==> src/rtl/dl_trans_sched.sv <==
// Downlink frequency-domain transmit scheduler: frame pulse, buffer read strobe/address,
// antenna slot index, and frame-aligned bandwidth configuration for the dual-carrier interleaver.
module dl_trans_sched #(
  parameter int          FRAME_LEN = 4096,
  parameter int          ADDR_W    = 12,
  parameter logic [3:0]  BW_RST    = 4'h4
) (
  input  logic              clk_491,
  input  logic              rst_491_n,
  input  logic              i_enable,
  input  logic              i_cfg_valid,
  input  logic [3:0]        i_cfg_bw,
  input  logic              i_err_clr,
  output logic              o_cfg_ack,
  output logic              o_cfg_err,
  output logic [31:0]       o_bandwidth_sel,
  output logic              o_freq_ffram,
  output logic              o_rd_en,
  output logic [ADDR_W-1:0] o_rd_addr,
  output logic [4:0]        o_ant_idx,
  output logic              o_busy,
  output logic [1:0]        o_dbg_state
);

  typedef enum logic [1:0] {
    ST_IDLE = 2'd0,
    ST_ARM  = 2'd1,
    ST_RUN  = 2'd2
  } state_t;

  localparam logic [ADDR_W-1:0] FCNT_LAST = ADDR_W'(FRAME_LEN - 1);

  state_t            state, state_n;
  logic [ADDR_W-1:0] fcnt, fcnt_n;
  logic [4:0]        acnt, acnt_n;
  logic [4:0]        ant_last;
  logic [3:0]        active_bw, active_n;
  logic [3:0]        pending_bw;
  logic              rd_en_q, busy_q, ffram_q, ack_q, err_q;
  logic              cfg_code_ok;

  function automatic logic bw_code_ok(input logic [3:0] code);
    case (code)
      4'h1, 4'h2, 4'h3, 4'h4, 4'h5, 4'h6, 4'h8, 4'h9, 4'hA: bw_code_ok = 1'b1;
      default:                                              bw_code_ok = 1'b0;
    endcase
  endfunction

  assign cfg_code_ok = bw_code_ok(i_cfg_bw);

  // Antenna period is 32/16/8 slots; FRAME_LEN is a multiple of 32 so acnt is 0 at every wrap.
  always_comb begin
    case (active_bw)
      4'h1:       ant_last = 5'd31;
      4'h2, 4'h3: ant_last = 5'd15;
      default:    ant_last = 5'd7;
    endcase
  end

  always_comb begin
    state_n  = state;
    fcnt_n   = fcnt;
    acnt_n   = acnt;
    active_n = active_bw;
    case (state)
      ST_IDLE: begin
        if (i_enable) state_n = ST_ARM;
      end
      ST_ARM: begin
        active_n = pending_bw;
        fcnt_n   = '0;
        acnt_n   = '0;
        state_n  = ST_RUN;
      end
      ST_RUN: begin
        if (fcnt == FCNT_LAST) begin
          // Stop is only honoured here, so a frame is never truncated; counters hold on stop.
          if (!i_enable) begin
            state_n = ST_IDLE;
          end else begin
            fcnt_n   = '0;
            acnt_n   = '0;
            active_n = pending_bw;
          end
        end else begin
          fcnt_n = fcnt + 1'b1;
          acnt_n = (acnt == ant_last) ? 5'd0 : acnt + 1'b1;
        end
      end
      default: state_n = ST_IDLE;
    endcase
  end

  always_ff @(posedge clk_491 or negedge rst_491_n) begin
    if (!rst_491_n) begin
      state     <= ST_IDLE;
      fcnt      <= '0;
      acnt      <= '0;
      active_bw <= BW_RST;
      rd_en_q   <= 1'b0;
      busy_q    <= 1'b0;
      ffram_q   <= 1'b0;
    end else begin
      state     <= state_n;
      fcnt      <= fcnt_n;
      acnt      <= acnt_n;
      active_bw <= active_n;
      rd_en_q   <= (state_n == ST_RUN);
      busy_q    <= (state_n != ST_IDLE);
      ffram_q   <= (state_n == ST_RUN) && (fcnt_n == '0);
    end
  end

  // Config handshake: i_cfg_valid is a one-cycle request with no back-pressure; it is always
  // accepted and answered by a one-cycle o_cfg_ack on the following cycle. Valid codes land in
  // pending_bw and only reach active_bw at ARM or a frame wrap.
  always_ff @(posedge clk_491 or negedge rst_491_n) begin
    if (!rst_491_n) begin
      pending_bw <= BW_RST;
      ack_q      <= 1'b0;
      err_q      <= 1'b0;
    end else begin
      ack_q <= i_cfg_valid;
      if (i_cfg_valid && cfg_code_ok) pending_bw <= i_cfg_bw;
      if (i_cfg_valid && !cfg_code_ok) err_q <= 1'b1;
      else if (i_err_clr)              err_q <= 1'b0;
    end
  end

  assign o_cfg_ack       = ack_q;
  assign o_cfg_err       = err_q;
  assign o_bandwidth_sel = {28'd0, active_bw};
  assign o_freq_ffram    = ffram_q;
  assign o_rd_en         = rd_en_q;
  assign o_rd_addr       = fcnt;
  assign o_ant_idx       = acnt;
  assign o_busy          = busy_q;
  assign o_dbg_state     = state;

endmodule
==> config.mk <==
export PLATFORM = sky130hd
export DESIGN_NAME = dl_trans_sched
export DESIGN_NICKNAME = d
export VERILOG_FILES = /design/src/rtl/dl_trans_sched.sv
export SDC_FILE = /design/constraint.sdc
export NUM_CORES = 1
export LEC_CHECK = 0
export ABC_AREA = 1
export CAP_MARGIN = 0
export CORE_UTILIZATION = 47
export CTS_BUF_LIST = sky130_fd_sc_hd__clkbuf_16
export CTS_CLUSTER_DIAMETER = 30
export DETAILED_ROUTE_END_ITERATION = 16
export MAX_ROUTING_LAYER = met4
export PLACE_DENSITY = 0.8
export SLEW_MARGIN = 20
export SYNTH_ARGS = -nofsm -noshare
export SYNTH_HDL_FRONTEND = slang
export SYNTH_SLANG_ARGS = --single-unit
==> constraint.sdc <==
create_clock -name clk_491 -period 1.89 [get_ports clk_491]
set_input_delay 0.378 -clock clk_491 [delete_from_list [all_inputs] [get_ports clk_491]]
set_output_delay 0.378 -clock clk_491 [all_outputs]
set_load 0.1 [all_outputs]
==> results.yml, run 1 <==
outcome:
  status: "finished clean"
setup_path:
  critPathSlowestCell: "dfrtp_4"
  crit_type: "flop to flop"
  cp.arrival_ns: 2.02
  cp.buffers_inverters: 3
  cp_num_cells: 10
  crit_fanout: 7
  crit_path_max_incr_delay_ns: 0.48
  worst_path_dominant_cell_family: "simple AND/OR/NAND/NOR gates"
  startpoint_type: "flop"
  cp_common_cell: "nand2_1"
  r2r_cells: 10
  endpoint_kind: "flop"
  crit_chain: "inv_1, ha_2, nand2_1, inv_2, buf_4, nand4_1, nand2_1, nor2_2, nand3_2, nor2_1"
  crit_required_ns: 2.09
worst_hold_path:
  hold_class: "flop to flop"
  min_path_cells: 2
synthesis:
  synth-seq-cells: 32
  ys_types: 34
  syn_avg_cell_area_um2: 7.516
  syn_inst: 284
  ys_seq_area_share_pct: 37.63
  yosys_warnings: 0
  netlist_area_um2: 2135
  synth_edf_count: 0
  async_flop_share_pct: 100.0
  ys.flop_type: "dfrtp_1"
route:
  vias_per_cell: 4.870
  maxUsedRoutingLayer: "met4"
  wl_met1_mm: 2.061
  wirelength_mm: 4.840
  route.detailed.wl_per_inst_um: 12.07
  dr_wl_met3_um: 319
  wl_met2_mm: 2.401
  drtIter0Drc: 106
  vias: 1953
  drc: 0
  antenna_left: 0
  first_pass_iters: 4
layout:
  syn_to_final_growth_pct: 43.20
  diodes: 0
  drive_gt1_share_pct: 32.66
  final_util_pct: 70.20
  final_nets: 363
cts:
  insertion_delay_ns: 0.27
  cts_max_level: 2
  clock_tree.buffer_depth: 2
  clock-sinks: 32
  root_buffer: "clkbuf_16"
  cts_setup_buffers: 0
  clk_pin_slew_ns: 0.05
  cts_tree: "yes"
  cts_buffers: 5
global_routing:
  antenna_found_initial: 0
  grt.overflow.total: 0
  grt_max_degree: 33
  grt_pass1_wl_mm: 8.183
  first_global_vias: 1810
  grtUsageTotal_pct: 21.89
sta:
  clock_skew_ns: 0.004054
  timing.final.ws_setup_ns: 0.07564
  hold_violations: 0
  setup_viol: 0
  drv_slew: 0
  fmax_mhz: 551.2
  fin_crit_ns: 1.814
  fin_crit_sh_pct: 96.00
  rsz0062_at_grt: "true"
place:
  dp_hpwl_mm: 3.599
  routabilityCongestion: 0.9450
  io_buffers: 36
  dp_worst_setup_slack_ns: 0.01129
die:
  die_w_um: 69.39
  die_area_um2: 4815
  num_io_pins: 65
  die_y_um: 69.39
  coreArea_um2: 4354
  start_util_pct: 49.02
  rows: 24
power_and_ir_drop:
  leakage_nw: 1.558
  vdd_drop_max_mv: 1.352
  total_power_mw: 4.926
  p_per_area_nw_per_um2: 1612
flow_run:
  cap_violations: 0
where the power goes:
group          internal, mW  leakage, nW  switching, mW
clock network         0.618       0.0798          0.281
logic                  1.00         1.09           1.99
registers             0.879        0.390          0.160
total                  2.50         1.56           2.43
synthesized netlist by cell type (3+ instances only):
cell,instances,share of area [%]
a21oi_1,4,0.94
buf_4,28,9.8
dfrtp_1,30,35
ha_1,6,3.5
inv_1,36,6.3
mux2_2,4,2.1
nand2_1,75,13
nand2_2,9,2.6
nand3_1,21,4.9
nand4_1,4,1.2
nor2_1,24,4.2
nor2_4,3,1.6
nor3_1,4,0.94
o21ai_0,7,1.6
final cells by class:
class / count / area [µm²]
fill: 328 / 1297
multi-input combinational: 210 / 1082
sequential: 32 / 833.3
timing repair buffer: 61 / 765.7
inverter: 38 / 142.6
clock buffer: 5 / 125.1
tap: 52 / 65.06
clock inverter: 3 / 42.54
through the flow:
step	hold slack, ns	setup TNS, ns	instance area [µm²]	std cells
final	0.4650	0	3057	401
after global routing	0.4935	-0.1474	3057	401
after CTS	0.4700	0	3033	401
after detailed placement	0.4593	0	2865	393
after global placement	0.4549	0	2865	393
after floorplan	0.08241	-0.01783	2266	311
worst paths after layout:
kind                                startpoint       endpoint  slack, ns
worst max register to register  o_dbg_state[1]   o_freq_ffram       0.08
worst min register to register   pending_bw[0]  pending_bw[0]       0.46
worst max-delay path            o_dbg_state[1]   o_freq_ffram       0.08
min in group asynchronous            rst_491_n         o_busy       0.50
worst min-delay path             pending_bw[0]  pending_bw[0]       0.46
max in group asynchronous            rst_491_n   o_rd_addr[0]       1.06
cells in the final DEF (no fill, tap or decap), types with 2 or more instances in the layout:
cell type,n
mux2_2,4
buf_4,30
o21ai_0,7
clkbuf_16,5
o21ai_2,2
and3_1,2
ha_1,5
xor2_1,2
dfrtp_1,14
inv_1,35
nand2_2,9
a21oi_1,4
dfrtp_2,12
buf_12,23
nor2_4,3
conb_1,28
dfrtp_4,4
nor3_1,4
clkdlybuf4s50_1,8
a21oi_2,2
dfstp_2,2
inv_2,3
nand4_1,4
nor2_2,4
nand3_1,19
nor2_1,22
nand3_2,3
nand2_1,75
worst min-delay path, stage by stage, from the launching register on:
cell	delay [ns]
dfrtp_1	0.34
nand2_1	0.05
nand2_1	0.05
what timing repair did:
item	CTS	global route
gates resized for setup	0	7
setup endpoints to repair	0	5
hold buffers	0	0
sequential cells by signal, indices dropped and copies added, names as in the netlist:
| name | flops |
|---|---|
| pending_bw | 4 |
| o_cfg_err | 1 |
| o_cfg_ack | 1 |
| o_ant_idx | 5 |
| active_bw | 4 |
| o_freq_ffram | 1 |
| o_busy | 1 |
| o_rd_en | 1 |
| o_dbg_state | 2 |
| o_rd_addr | 12 |
cell families after synthesis:
kind of cell	after synthesis	synth area share (%)
other	1	0.1757
muxes	4	2.110
DFF	32	37.63
and+or+nand+nor	150	32.30
AOI/OAI and AO/OA	20	5.921
xor gates and xnor gates	2	0.8208
adders and majority gates	6	3.517
buffers and inverters	69	17.53
per-layer routing:
metal  vias up  track usage, %
met1       901           28.23
met3         8           5.378
met4         0           6.576
met2        78           34.20
met5         -               -
li1        966               -
(Power assumes the default switching activity.)
==> inputs of run 2 (changes only) <==
--- a/config.mk
+++ b/config.mk
@@ -7,6 +7,7 @@
 export LEC_CHECK = 0
 export ABC_AREA = 1
 export CAP_MARGIN = 0
+export CORE_ASPECT_RATIO = 1.75
 export CORE_UTILIZATION = 47
 export CTS_BUF_LIST = sky130_fd_sc_hd__clkbuf_16
 export CTS_CLUSTER_DIAMETER = 30
==> run 2 against run 1 <==
  * Register-to-register slack barely moved
  * Clock-buffer cell count did not move
  * Critical path type unchanged
  * Combinational power barely moved
==> results.yml, run 2 (synthesis gave the netlist of run 1 again) <==
outcome:
  status: "finished clean"
power_and_ir_drop:
  vdd_drop_max_mv: 1.356
  leakage_nw: 1.523
  p_per_area_nw_per_um2: 1601
  total_power_mw: 4.782
sta:
  fin_crit_sh_pct: 95.55
  fmax_mhz: 553.8
  clock_skew_ns: 0.004273
  hold_violations: 0
  setup_tns_ns: 0
  drv_slew: 0
  rsz0062_at_grt: "true"
  fin_crit_ns: 1.806
  setup_viol: 0
setup_path:
  crit_type: "flop to flop"
  crit_chain: "ha_1, nand2_2, nor2_4, nand4_2, nand2_1, nand2_2, nand2_2, nand2_1, nor2_1, nand3_1, nor2_1"
  crit_required_ns: 2.10
  r2r_cells: 11
  cp.arrival_ns: 2.01
  rrSetupSlack_ns: 0.08
  crit_path_max_incr_delay_ns: 0.40
  startpoint_type: "flop"
  cp_common_cell: "nand2_2"
  crit_fanout: 6
  critPathSlowestCell: "dfrtp_4"
  endpoint_kind: "flop"
cts:
  cts_max_level: 2
  insertion_delay_ns: 0.28
  clock_tree.buffer_depth: 2
  cts_setup_buffers: 0
  cts_tree: "yes"
  root_buffer: "clkbuf_16"
  clock-sinks: 32
  clk_pin_slew_ns: 0.05
  cts_hold_buf: 0
  cts_buffers: 5
die:
  num_io_pins: 65
  start_util_pct: 48.91
  die_area_um2: 4826
  die_y_um: 91.15
  rows: 32
  die_w_um: 52.95
  coreArea_um2: 4364
route:
  vias: 1933
  vias_per_cell: 4.894
  first_pass_iters: 5
  drtIter0Drc: 64
  route.detailed.wl_per_inst_um: 12.45
  wirelength_mm: 4.918
  antenna_left: 0
  drc: 0
global_routing:
  grt.overflow.total: 0
  grt_pass1_wl_mm: 8.252
  grtUsageTotal_pct: 23.68
  antenna_found_initial: 0
  first_global_vias: 1904
  grt_max_degree: 33
worst_hold_path:
  min_path_cells: 2
  hold_class: "flop to flop"
place:
  dp_hpwl_mm: 3.763
  placed_cell_area_um2: 2826
  io_buffers: 36
  routabilityCongestion: 0.9827
layout:
  final_cell_mix: "75 x nand2_1, 36 x inv_1, 28 x conb_1, 25 x buf_4"
  syn_to_final_growth_pct: 39.98
  drive_gt1_share_pct: 29.94
  final_common_cell: "nand2_1"
  diodes: 0
  finish.instance_area_um2: 2988
  largest_reg_flops: 12
  final_nets: 358
flow_run:
  cap_violations: 0
[run 2: layer usage]
layer  track usage, %  part of all wire (%)
met4            13.38                   3.9
met3            4.523                   4.4
met5                -                     0
met2            40.61                    55
met1            23.77                    37
[run 2: where the power goes]
group	internal (mW)	total [mW]	switching, mW
Sequential	0.880	1.03	0.154
Combinational	0.999	3.01	2.01
Clock	0.472	0.741	0.269
Total	2.35	4.78	2.43
[run 2: critical path, delay by kind of cell, from the launching register on]
family	cells	cell delay (ns)
adder cells (fa/ha/maj)	1	0.21
flip-flops	1	0.40
AND/OR/NAND/NOR	10	1.13
[run 2: metrics by stage]
| stage | util (%) | worst slack, ns | cells | hold slack, ns |
|---|---|---|---|---|
| 6_report | 68.46 | 0.08420 | 395 | 0.4798 |
| 3_5_place_dp | 64.76 | -0.01190 | 387 | 0.4718 |
| 2_1_floorplan | - | -0.01783 | 311 | 0.08241 |
| 3_3_place_gp | 64.76 | 0.03595 | 387 | 0.4531 |
| 5_1_grt | 68.46 | -0.03827 | 395 | 0.5005 |
| 4_1_cts | 67.89 | 0.05194 | 395 | 0.4843 |
[run 2: layout make-up]
class                   instances  area (µm²)
clock inverters                 3       11.26
clock buffers                   5       125.1
fillers                       327        1376
inverters                      38       142.6
flip-flops and latches         32       833.3
multi-input cells             210        1084
well taps                      51       63.81
repair buffers                 56       728.2
[run 2: worst paths after layout]
kind                                   to          start
min reg2reg                 pending_bw[0]  pending_bw[0]
min                         pending_bw[0]  pending_bw[0]
min in group asynchronous  o_dbg_state[0]      rst_491_n
max in group asynchronous    o_rd_addr[1]      rst_491_n
max                          o_freq_ffram   o_rd_addr[0]
max reg2reg                  o_freq_ffram   o_rd_addr[0]
[run 2: what timing repair did]
item | in CTS | in global routing
hold endpoints to repair | 0 | 0
setup endpoints to repair | 0 | 3
gates resized for setup | 0 | 6
==> inputs of run 3 (changes only) <==
--- a/config.mk
+++ b/config.mk
@@ -7,7 +7,6 @@
 export LEC_CHECK = 0
 export ABC_AREA = 1
 export CAP_MARGIN = 0
-export CORE_ASPECT_RATIO = 1.75
 export CORE_UTILIZATION = 47
 export CTS_BUF_LIST = sky130_fd_sc_hd__clkbuf_16
 export CTS_CLUSTER_DIAMETER = 30
==> results of run 3 <==
The final DEF is identical to that of run 1; final timing and power are the same.
